==> src/rtl/decode_stage.sv <==
// Registered, handshaked instruction decoder between fetch and execute.
// One instruction per valid/ready transfer; control word appears one cycle after accept.
// Inserts issue bubbles after loads, latches FIN as a sticky halt, and flags illegal encodings.
module decode_stage #(
  parameter int unsigned IW       = 9,
  parameter int unsigned LD_STALL = 1
) (
  input  logic          clk,
  input  logic          rst_n,
  input  logic          in_valid,
  output logic          in_ready,
  input  logic [IW-1:0] instr,
  input  logic          cc_i,
  output logic          out_valid,
  input  logic          out_ready,
  output logic [3:0]    alu_op,
  output logic          alu_opnd_sel,
  output logic [IW-7:0] opnd,
  output logic          rel_jump,
  output logic          rf_waddr_sel,
  output logic          rf_wval_sel,
  output logic          rf_reset_acc,
  output logic          rf_write_en,
  output logic          dm_write_en,
  output logic          done,
  output logic          sys_reset,
  output logic          illegal
);

  localparam int unsigned SCW = 4;

  localparam logic [3:0] ALU_PASS_ACC = 4'd0;
  localparam logic [3:0] ALU_PASS_VAL = 4'd1;
  localparam logic [3:0] ALU_DIST     = 4'd7;
  localparam logic [3:0] ALU_MIN      = 4'd8;
  localparam logic [3:0] ALU_UNK      = 4'd15;

  logic [2:0]     op;
  logic [2:0]     sub;
  logic [SCW-1:0] stall_cnt;
  logic           accept;

  logic [3:0] d_alu_op;
  logic       d_opnd_sel;
  logic       d_rel_jump;
  logic       d_waddr_sel;
  logic       d_wval_sel;
  logic       d_reset_acc;
  logic       d_write_en;
  logic       d_dm_write_en;
  logic       d_sys_reset;
  logic       d_illegal;
  logic       d_fin;
  logic       d_ld;

  assign op     = instr[IW-1:IW-3];
  assign sub    = instr[IW-4:IW-6];
  assign in_ready = !done && (stall_cnt == SCW'(0)) && (!out_valid || out_ready);
  assign accept = in_valid && in_ready;

  // Combinational decode of the instruction currently offered by fetch.
  always_comb begin
    d_alu_op      = ALU_PASS_ACC;
    d_opnd_sel    = 1'b0;
    d_rel_jump    = 1'b0;
    d_waddr_sel   = 1'b0;
    d_wval_sel    = 1'b0;
    d_reset_acc   = 1'b0;
    d_write_en    = 1'b0;
    d_dm_write_en = 1'b0;
    d_sys_reset   = 1'b0;
    d_illegal     = 1'b0;
    d_fin         = 1'b0;
    d_ld          = 1'b0;
    case (op)
      3'b000: begin
        d_opnd_sel = 1'b1;
        case (sub)
          3'b000: begin
            d_alu_op    = ALU_PASS_ACC;
            d_waddr_sel = 1'b1;
            d_write_en  = 1'b1;
            d_reset_acc = 1'b1;
          end
          3'b010: begin
            d_alu_op      = ALU_PASS_VAL;
            d_dm_write_en = 1'b1;
          end
          3'b011: begin
            d_alu_op   = ALU_PASS_VAL;
            d_wval_sel = 1'b1;
            d_write_en = 1'b1;
            d_ld       = 1'b1;
          end
          3'b100: begin
            d_alu_op   = ALU_DIST;
            d_write_en = 1'b1;
          end
          3'b101: begin
            d_alu_op   = ALU_MIN;
            d_write_en = 1'b1;
          end
          default: d_illegal = 1'b1;
        endcase
      end
      3'b001, 3'b010, 3'b011, 3'b100, 3'b101: begin
        // ADD..RSHFT map onto alu codes 2..6
        d_alu_op   = 4'(op) + 4'd1;
        d_write_en = 1'b1;
        d_opnd_sel = (sub == 3'b111);
      end
      3'b110: begin
        d_alu_op   = ALU_PASS_VAL;
        d_rel_jump = instr[IW-4] ? 1'b1 : cc_i;
      end
      default: begin
        case (sub)
          3'b000:  d_fin       = 1'b1;
          3'b001:  d_sys_reset = 1'b1;
          default: d_illegal   = 1'b1;
        endcase
      end
    endcase
    // Illegal encodings issue a harmless word rather than undefined control
    if (d_illegal) begin
      d_alu_op      = ALU_UNK;
      d_opnd_sel    = 1'b0;
      d_rel_jump    = 1'b0;
      d_waddr_sel   = 1'b0;
      d_wval_sel    = 1'b0;
      d_reset_acc   = 1'b0;
      d_write_en    = 1'b0;
      d_dm_write_en = 1'b0;
      d_sys_reset   = 1'b0;
    end
  end

  // Output register: load on accept, drop valid once consumed, hold under backpressure.
  always_ff @(posedge clk or negedge rst_n) begin
    if (!rst_n) begin
      out_valid    <= 1'b0;
      alu_op       <= ALU_PASS_ACC;
      alu_opnd_sel <= 1'b0;
      opnd         <= '0;
      rel_jump     <= 1'b0;
      rf_waddr_sel <= 1'b0;
      rf_wval_sel  <= 1'b0;
      rf_reset_acc <= 1'b0;
      rf_write_en  <= 1'b0;
      dm_write_en  <= 1'b0;
      sys_reset    <= 1'b0;
    end else if (accept) begin
      out_valid    <= 1'b1;
      alu_op       <= d_alu_op;
      alu_opnd_sel <= d_opnd_sel;
      opnd         <= instr[IW-7:0];
      rel_jump     <= d_rel_jump;
      rf_waddr_sel <= d_waddr_sel;
      rf_wval_sel  <= d_wval_sel;
      rf_reset_acc <= d_reset_acc;
      rf_write_en  <= d_write_en;
      dm_write_en  <= d_dm_write_en;
      sys_reset    <= d_sys_reset;
    end else if (out_ready) begin
      out_valid <= 1'b0;
    end
  end

  // Sticky halt and illegal flags; only rst_n clears them.
  always_ff @(posedge clk or negedge rst_n) begin
    if (!rst_n) begin
      done    <= 1'b0;
      illegal <= 1'b0;
    end else begin
      if (accept && d_fin)     done    <= 1'b1;
      if (accept && d_illegal) illegal <= 1'b1;
    end
  end

  // Load-use bubble counter, free-running regardless of execute backpressure.
  always_ff @(posedge clk or negedge rst_n) begin
    if (!rst_n) begin
      stall_cnt <= '0;
    end else if (accept && d_ld) begin
      stall_cnt <= SCW'(LD_STALL);
    end else if (stall_cnt != SCW'(0)) begin
      stall_cnt <= stall_cnt - SCW'(1);
    end
  end

endmodule
==> config.mk <==
export PLATFORM = sky130hd
export DESIGN_NAME = decode_stage
export DESIGN_NICKNAME = d
export VERILOG_FILES = /design/src/rtl/decode_stage.sv
export SDC_FILE = /design/constraint.sdc
export NUM_CORES = 1
export LEC_CHECK = 0
export ABC_CLOCK_PERIOD_IN_PS = 2210
export BUFFER_PORTS_ARGS = -buffer_cell sky130_fd_sc_hd__buf_2
export CELL_PAD_IN_SITES_DETAIL_PLACEMENT = 1
export CELL_PAD_IN_SITES_GLOBAL_PLACEMENT = 2
export CORE_AREA = 3 3 65 67
export CTS_BUF_LIST = sky130_fd_sc_hd__clkbuf_4 sky130_fd_sc_hd__clkbuf_8
export DETAILED_ROUTE_END_ITERATION = 12
export DIE_AREA = 0 0 68 70
export PLACE_DENSITY = 0.84
export SLEW_MARGIN = 20
export SYNTH_ARGS = -nofsm -noshare
export SYNTH_HDL_FRONTEND = slang
export SYNTH_SLANG_ARGS = --single-unit
==> constraint.sdc <==
create_clock -name clk -period 2.21 [get_ports clk]
set_clock_uncertainty 0.2 [all_clocks]
set_input_delay 0.221 -clock clk [delete_from_list [all_inputs] [get_ports clk]]
set_output_delay 0.221 -clock clk [all_outputs]
set_load 0.05 [all_outputs]
Word level (Yosys, flattened, before mapping)
Cells that the tools add are included.

storage, ports and cells
  register bits after elaboration = 21
  output and inout port bits = 19
  word-level logic and storage cells = 80

operators by class
  $add $sub $neg = 2
  equality and inequality tests = 12
  multiplexer cells = 31
  reduce and logical (&&, ||, !) cells = 22

operators with widths
  kind                 count
  $pmux 4 s3           2
  $mux 1               23
  $eq 3x3->1 const B   6
  $eq 3x2->1 const B   4
  $mux 4               3
  $reduce_or 5->1      2
  $reduce_or 7->1      1
  $eq 3x1->1 const B   2
  $logic_and 1x1->1    6
  $logic_not 3->1      2
  $pmux 1 s2           3
  $reduce_or 6->1      1
  $add 3x1->4 const B  1
  $logic_not 4->1      1
  $reduce_bool 2->1    2
  $reduce_bool 4->1    1
  $reduce_or 2->1      2
  $reduce_or 4->1      1
  $sub 4x1->4 const B  1
  $logic_not 1->1      2
  $logic_or 1x1->1     1

Longest topological paths before layout
  depth in word-level cells = 6
  depth in mapped cells = 7

Worst setup path after synthesis
No wires, ideal clock.

  kind = reg2out
  start = register stall_cnt[0]
  end = output in_ready
  arrival time = 1428 ps
  setup slack = 361 ps
  cell stages (with the launch flop) = 5
  path buffers = 0
  cell sequence = dfrtp_1 > inv_1 > ha_1 > nor3b_4 > and3_1

on the way
  word-level cells in the longest chain between the ends = 3

RTL lines
  item                             line  text
  from (decl)                      40    logic [SCW-1:0] stall_cnt;
  from (signal assigned)           185   stall_cnt <= SCW'(LD_STALL);
  from (signal assigned)           187   stall_cnt <= stall_cnt - SCW'(1);
  $logic_not 4->1                  58    assign in_ready = !done && (stall_cnt == SCW'(0)) && (!out_valid || out_ready);
  $logic_and 1x1->1 (2 in series)  58
  to (decl)                        11    output logic in_ready,

Every way passes these cells.

Worst setup path after layout
Same ends and word-level chain as after synthesis.

==> summary by stage <==
Timing
The slew at the pin with the worst max-slew slack is 0.4723 ns. The routed design could run at a clock period as short as approximately 2.1 ns. Setup violations remaining at the end of the flow were counted as 0.

The final worst setup slack is roughly 0.13 ns. The number of max-slew violations in the final report is 0. The final total negative setup slack is 0 ns. Headroom to the max-slew limit came out at between 60% and 70%.

The highest achievable clock rate is between 400 and 500 MHz. The final number of hold-violating endpoints was 0. The worst path uses roughly 94% of the clock period.

Detailed routing
For this block, wires on met1 add up to ~1.2 mm. Signal routing reaches up to met4. The final route contains 979 vias.

The average detailed-routed wire length per instance is ~14 um. The per-cell via count in the routed design is a little under 5. The pre-antenna-repair detailed-routing pass consisted of 4 iterations. The post-route antenna net violation count is 0. The total wire length is between 2 and 3 mm. The first-iteration detailed-routing DRC count is 19. The routed length on met3 is 87 um. The met2 wire length is around 1.5 mm. For this run, design rule violations remaining after detail routing come to 0.

Floorplanning
The core region is between 0.003 and 0.004 sq mm. For this design the top-level I/O count stands at 33. The floorplan has 22 rows. The height of the die is about 70 um. The horizontal die dimension is 68 um. The die outline area is 0.004760 sq mm. The initial utilization of the core area, before any placement, comes to approximately 32%.

Critical path
The peak fanout along the critical path is 4. STA classifies the critical path startpoint as a flop. Data arrives at the worst endpoint at 1.66 ns.

By startpoint and endpoint, the worst setup path is classified as reg2out. For the worst setup path, the data required time is approximately 1.8 ns. The endpoint kind of the worst setup timing path is a primary output.

Cells and area
The commonest non-fill, non-tap cell in the layout is sky130_fd_sc_hd__buf_2. The antenna diode count is 0. The area of all placed cells without fillers is ~0.0015 sq mm.

The top cell types in the final layout, fill and taps aside, are 31 x sky130_fd_sc_hd__buf_2, 21 x sky130_fd_sc_hd__dfrtp_1, 15 x sky130_fd_sc_hd__nand2_1, 8 x sky130_fd_sc_hd__nor2_1, 8 x sky130_fd_sc_hd__buf_4. The count of nets after finishing is 176. The area growth from synthesis to layout is 27.45%.

The ratio of cells with drive above 1 in the final layout is 35.48%. The number of filler cells placed in the layout is roughly 440. The utilization after layout is between 40% and 50%.

Flow run
Max-cap violations in this run came to 0.

Yosys
The area fraction of the dominant cell type after synthesis is between 40% and 50%. The register bit total from synthesis is 21. After synthesis, the cell types taking the most area are sky130_fd_sc_hd__dfrtp_1 44%, sky130_fd_sc_hd__ha_1 6.3%, sky130_fd_sc_hd__nand2_1 4.7%. The mapped cell area is between 0.001 and 0.0015 sq mm. The synthesized instance count is between 100 and 150. Averaged over all synthesized cells, the footprint is 10.61 sq um. Of the synthesized area, sequential elements account for around 44%.

Yosys printed 0 warnings. The cell type with the highest aggregate area in the netlist is sky130_fd_sc_hd__dfrtp_1. Counting distinct cell types in the post-synthesis netlist gives 45. When the netlist entered floorplanning its net count stood at roughly 130.

Global route
Entering global routing, the biggest net connects 22 pins. The number of global-route vias before repair was 961. The wire length of the first global-routing pass is approximately 4.5 mm.

The aggregate global-route resource usage is roughly 13%. The remaining global-route overflow is 0. The number of antenna violations at the first check in global routing is 0.

Clock network
The maximum level of the CTS H-tree is 1. The number of buffers created by CTS is 3. The clock-pin slew on the worst setup and hold paths is 0.08 ns. TritonCTS built the clock tree. Clock tree synthesis found a total of 21 sinks. The later pin in the worst-skew pair is clocked with a latency of approximately 0.26 ns. The cell sitting at the root of the clock tree is a sky130_fd_sc_hd__clkbuf_8.

The number of buffers on the longest clock path is 2.

Placement
Timing analysis after detailed placement gives a worst setup slack of about 0.091 ns. The estimated wirelength of the detail-placed design is around 2.2 mm. Summing all placed instances gives a cell area of 0.001406 sq mm.

The count of buffers added on input and output ports is 32. The routability congestion estimate from global placement is about 0.69.

Hold path
The path class of the tightest hold or removal check is in2reg.

Pwr
The peak supply drop is 0.0001807 V. In this run the static leakage power is approximately 0.83 nW. The total design power is between 0.7 and 0.8 mW. Dividing total power by cell area gives a power density of 478.3 mW/mm^2.

Status
The flow ran to the end, and the final reports show no timing, DRC or antenna violations.
## kinds of logic (layout without fill, tap and decap cells)
logic type,after synthesis,count (layout),share of synthesized area (%)
and+or+nand+nor,43,43,20.67
AOI/OAI and AO/OA,27,27,21.09
DFF,21,21,43.84
buffers and inverters,13,55,5.427
adders and majority gates,6,6,6.263
xor gates and xnor gates,2,2,1.462
muxes,1,1,1.252
## path summary, 6_finish.rpt
check,from,to,slack (ns),cells past startpoint
max in group asynchronous,rst_n,alu_op[1]$_DFFE_PN0P_,1.23,2
setup / recovery,stall_cnt[0]$_DFFE_PN0P_,in_ready,0.13,5
min in group asynchronous,rst_n,done$_DFFE_PN0P_,0.24,2
hold / removal,instr[3],done$_DFFE_PN0P_,0.06,2
setup reg to reg,stall_cnt[0]$_DFFE_PN0P_,alu_op[3]$_DFFE_PN0P_,0.16,6
hold reg to reg,opnd[2]$_DFFE_PN0P_,opnd[2]$_DFFE_PN0P_,0.27,2
## flip-flops by register name, indices dropped and copies added, names as in the netlist
name / flops
rf_reset_acc: 1
rf_write_en: 1
rel_jump: 1
illegal: 1
stall_cnt: 4
dm_write_en: 1
sys_reset: 1
alu_opnd_sel: 1
rf_wval_sel: 1
opnd: 3
out_valid: 1
alu_op: 4
done: 1
## cell usage after synthesis (all sizes together)
cell,count
o31ai,1
a31oi,4
and4,1
o211a,1
nor3b,2
clkbuf,1
nand4b,1
and3,3
ha,6
o21ai,1
nand3,1
a21o,3
mux2,1
nand2b,3
o41ai,2
a41o,1
a221oi,1
nand2,15
or2,1
nor2,8
or3b,1
inv,8
a22o,3
dfrtp,21
xnor2,2
a21oi,2
or3,1
a211oi,3
buf,4
and2b,1
a31o,1
nand4,2
nor3,2
o21a,1
o211ai,1
o21bai,2
nor2b,1
## routing by layer
metal | vias to the layer above | global-route usage [%]
met5 | - | 0
met4 | 0 | 6.402
met3 | 2 | 1.929
met2 | 16 | 21.63
met1 | 479 | 14.30
li1 | 482 | -
## through the flow
step	std cells	hold slack, ns
detailed placement	191	0.01193
finish	203	0.06151
global route	203	0.05692
CTS	200	0.05781
global placement	191	0.001005
floorplan	113	-0.2746
## layout make-up
type	instances	area, sq um	area share (%)
flip-flops and latches	21	525.5	34.40
well taps	48	60.06	3.931
repair buffers	43	255.2	16.71
clock buffers	4	48.80	3.194
inverters	8	30.03	1.966
multi-input cells	79	608.1	39.80
## worst max-delay path: stages (launching register included)
cell	delay, ns
sky130_fd_sc_hd__dfrtp_1	0.38
sky130_fd_sc_hd__inv_1	0.11
sky130_fd_sc_hd__ha_1	0.21
sky130_fd_sc_hd__nor3b_4	0.30
sky130_fd_sc_hd__and3_1	0.21
sky130_fd_sc_hd__buf_4	0.19
## where the power goes
| part | internal [mW] | switching [mW] |
|---|---|---|
| Combinational | 0.0350 | 0.0488 |
| Clock | 0.141 | 0.122 |
| Sequential | 0.384 | 0 |
| Total | 0.559 | 0.171 |
## timing repair
item | 4_1_cts | 5_1_grt
resized for setup | 0 | 2
endpoints found under the setup margin | 1 | 4
pin swaps | 0 | 2
hold buffers | 4 | 0
hold endpoints to repair | 24 | 0
gates cloned | 0 | 0
setup buffers | 1 | 3
Note: power is estimated with default switching activity, not from simulation.
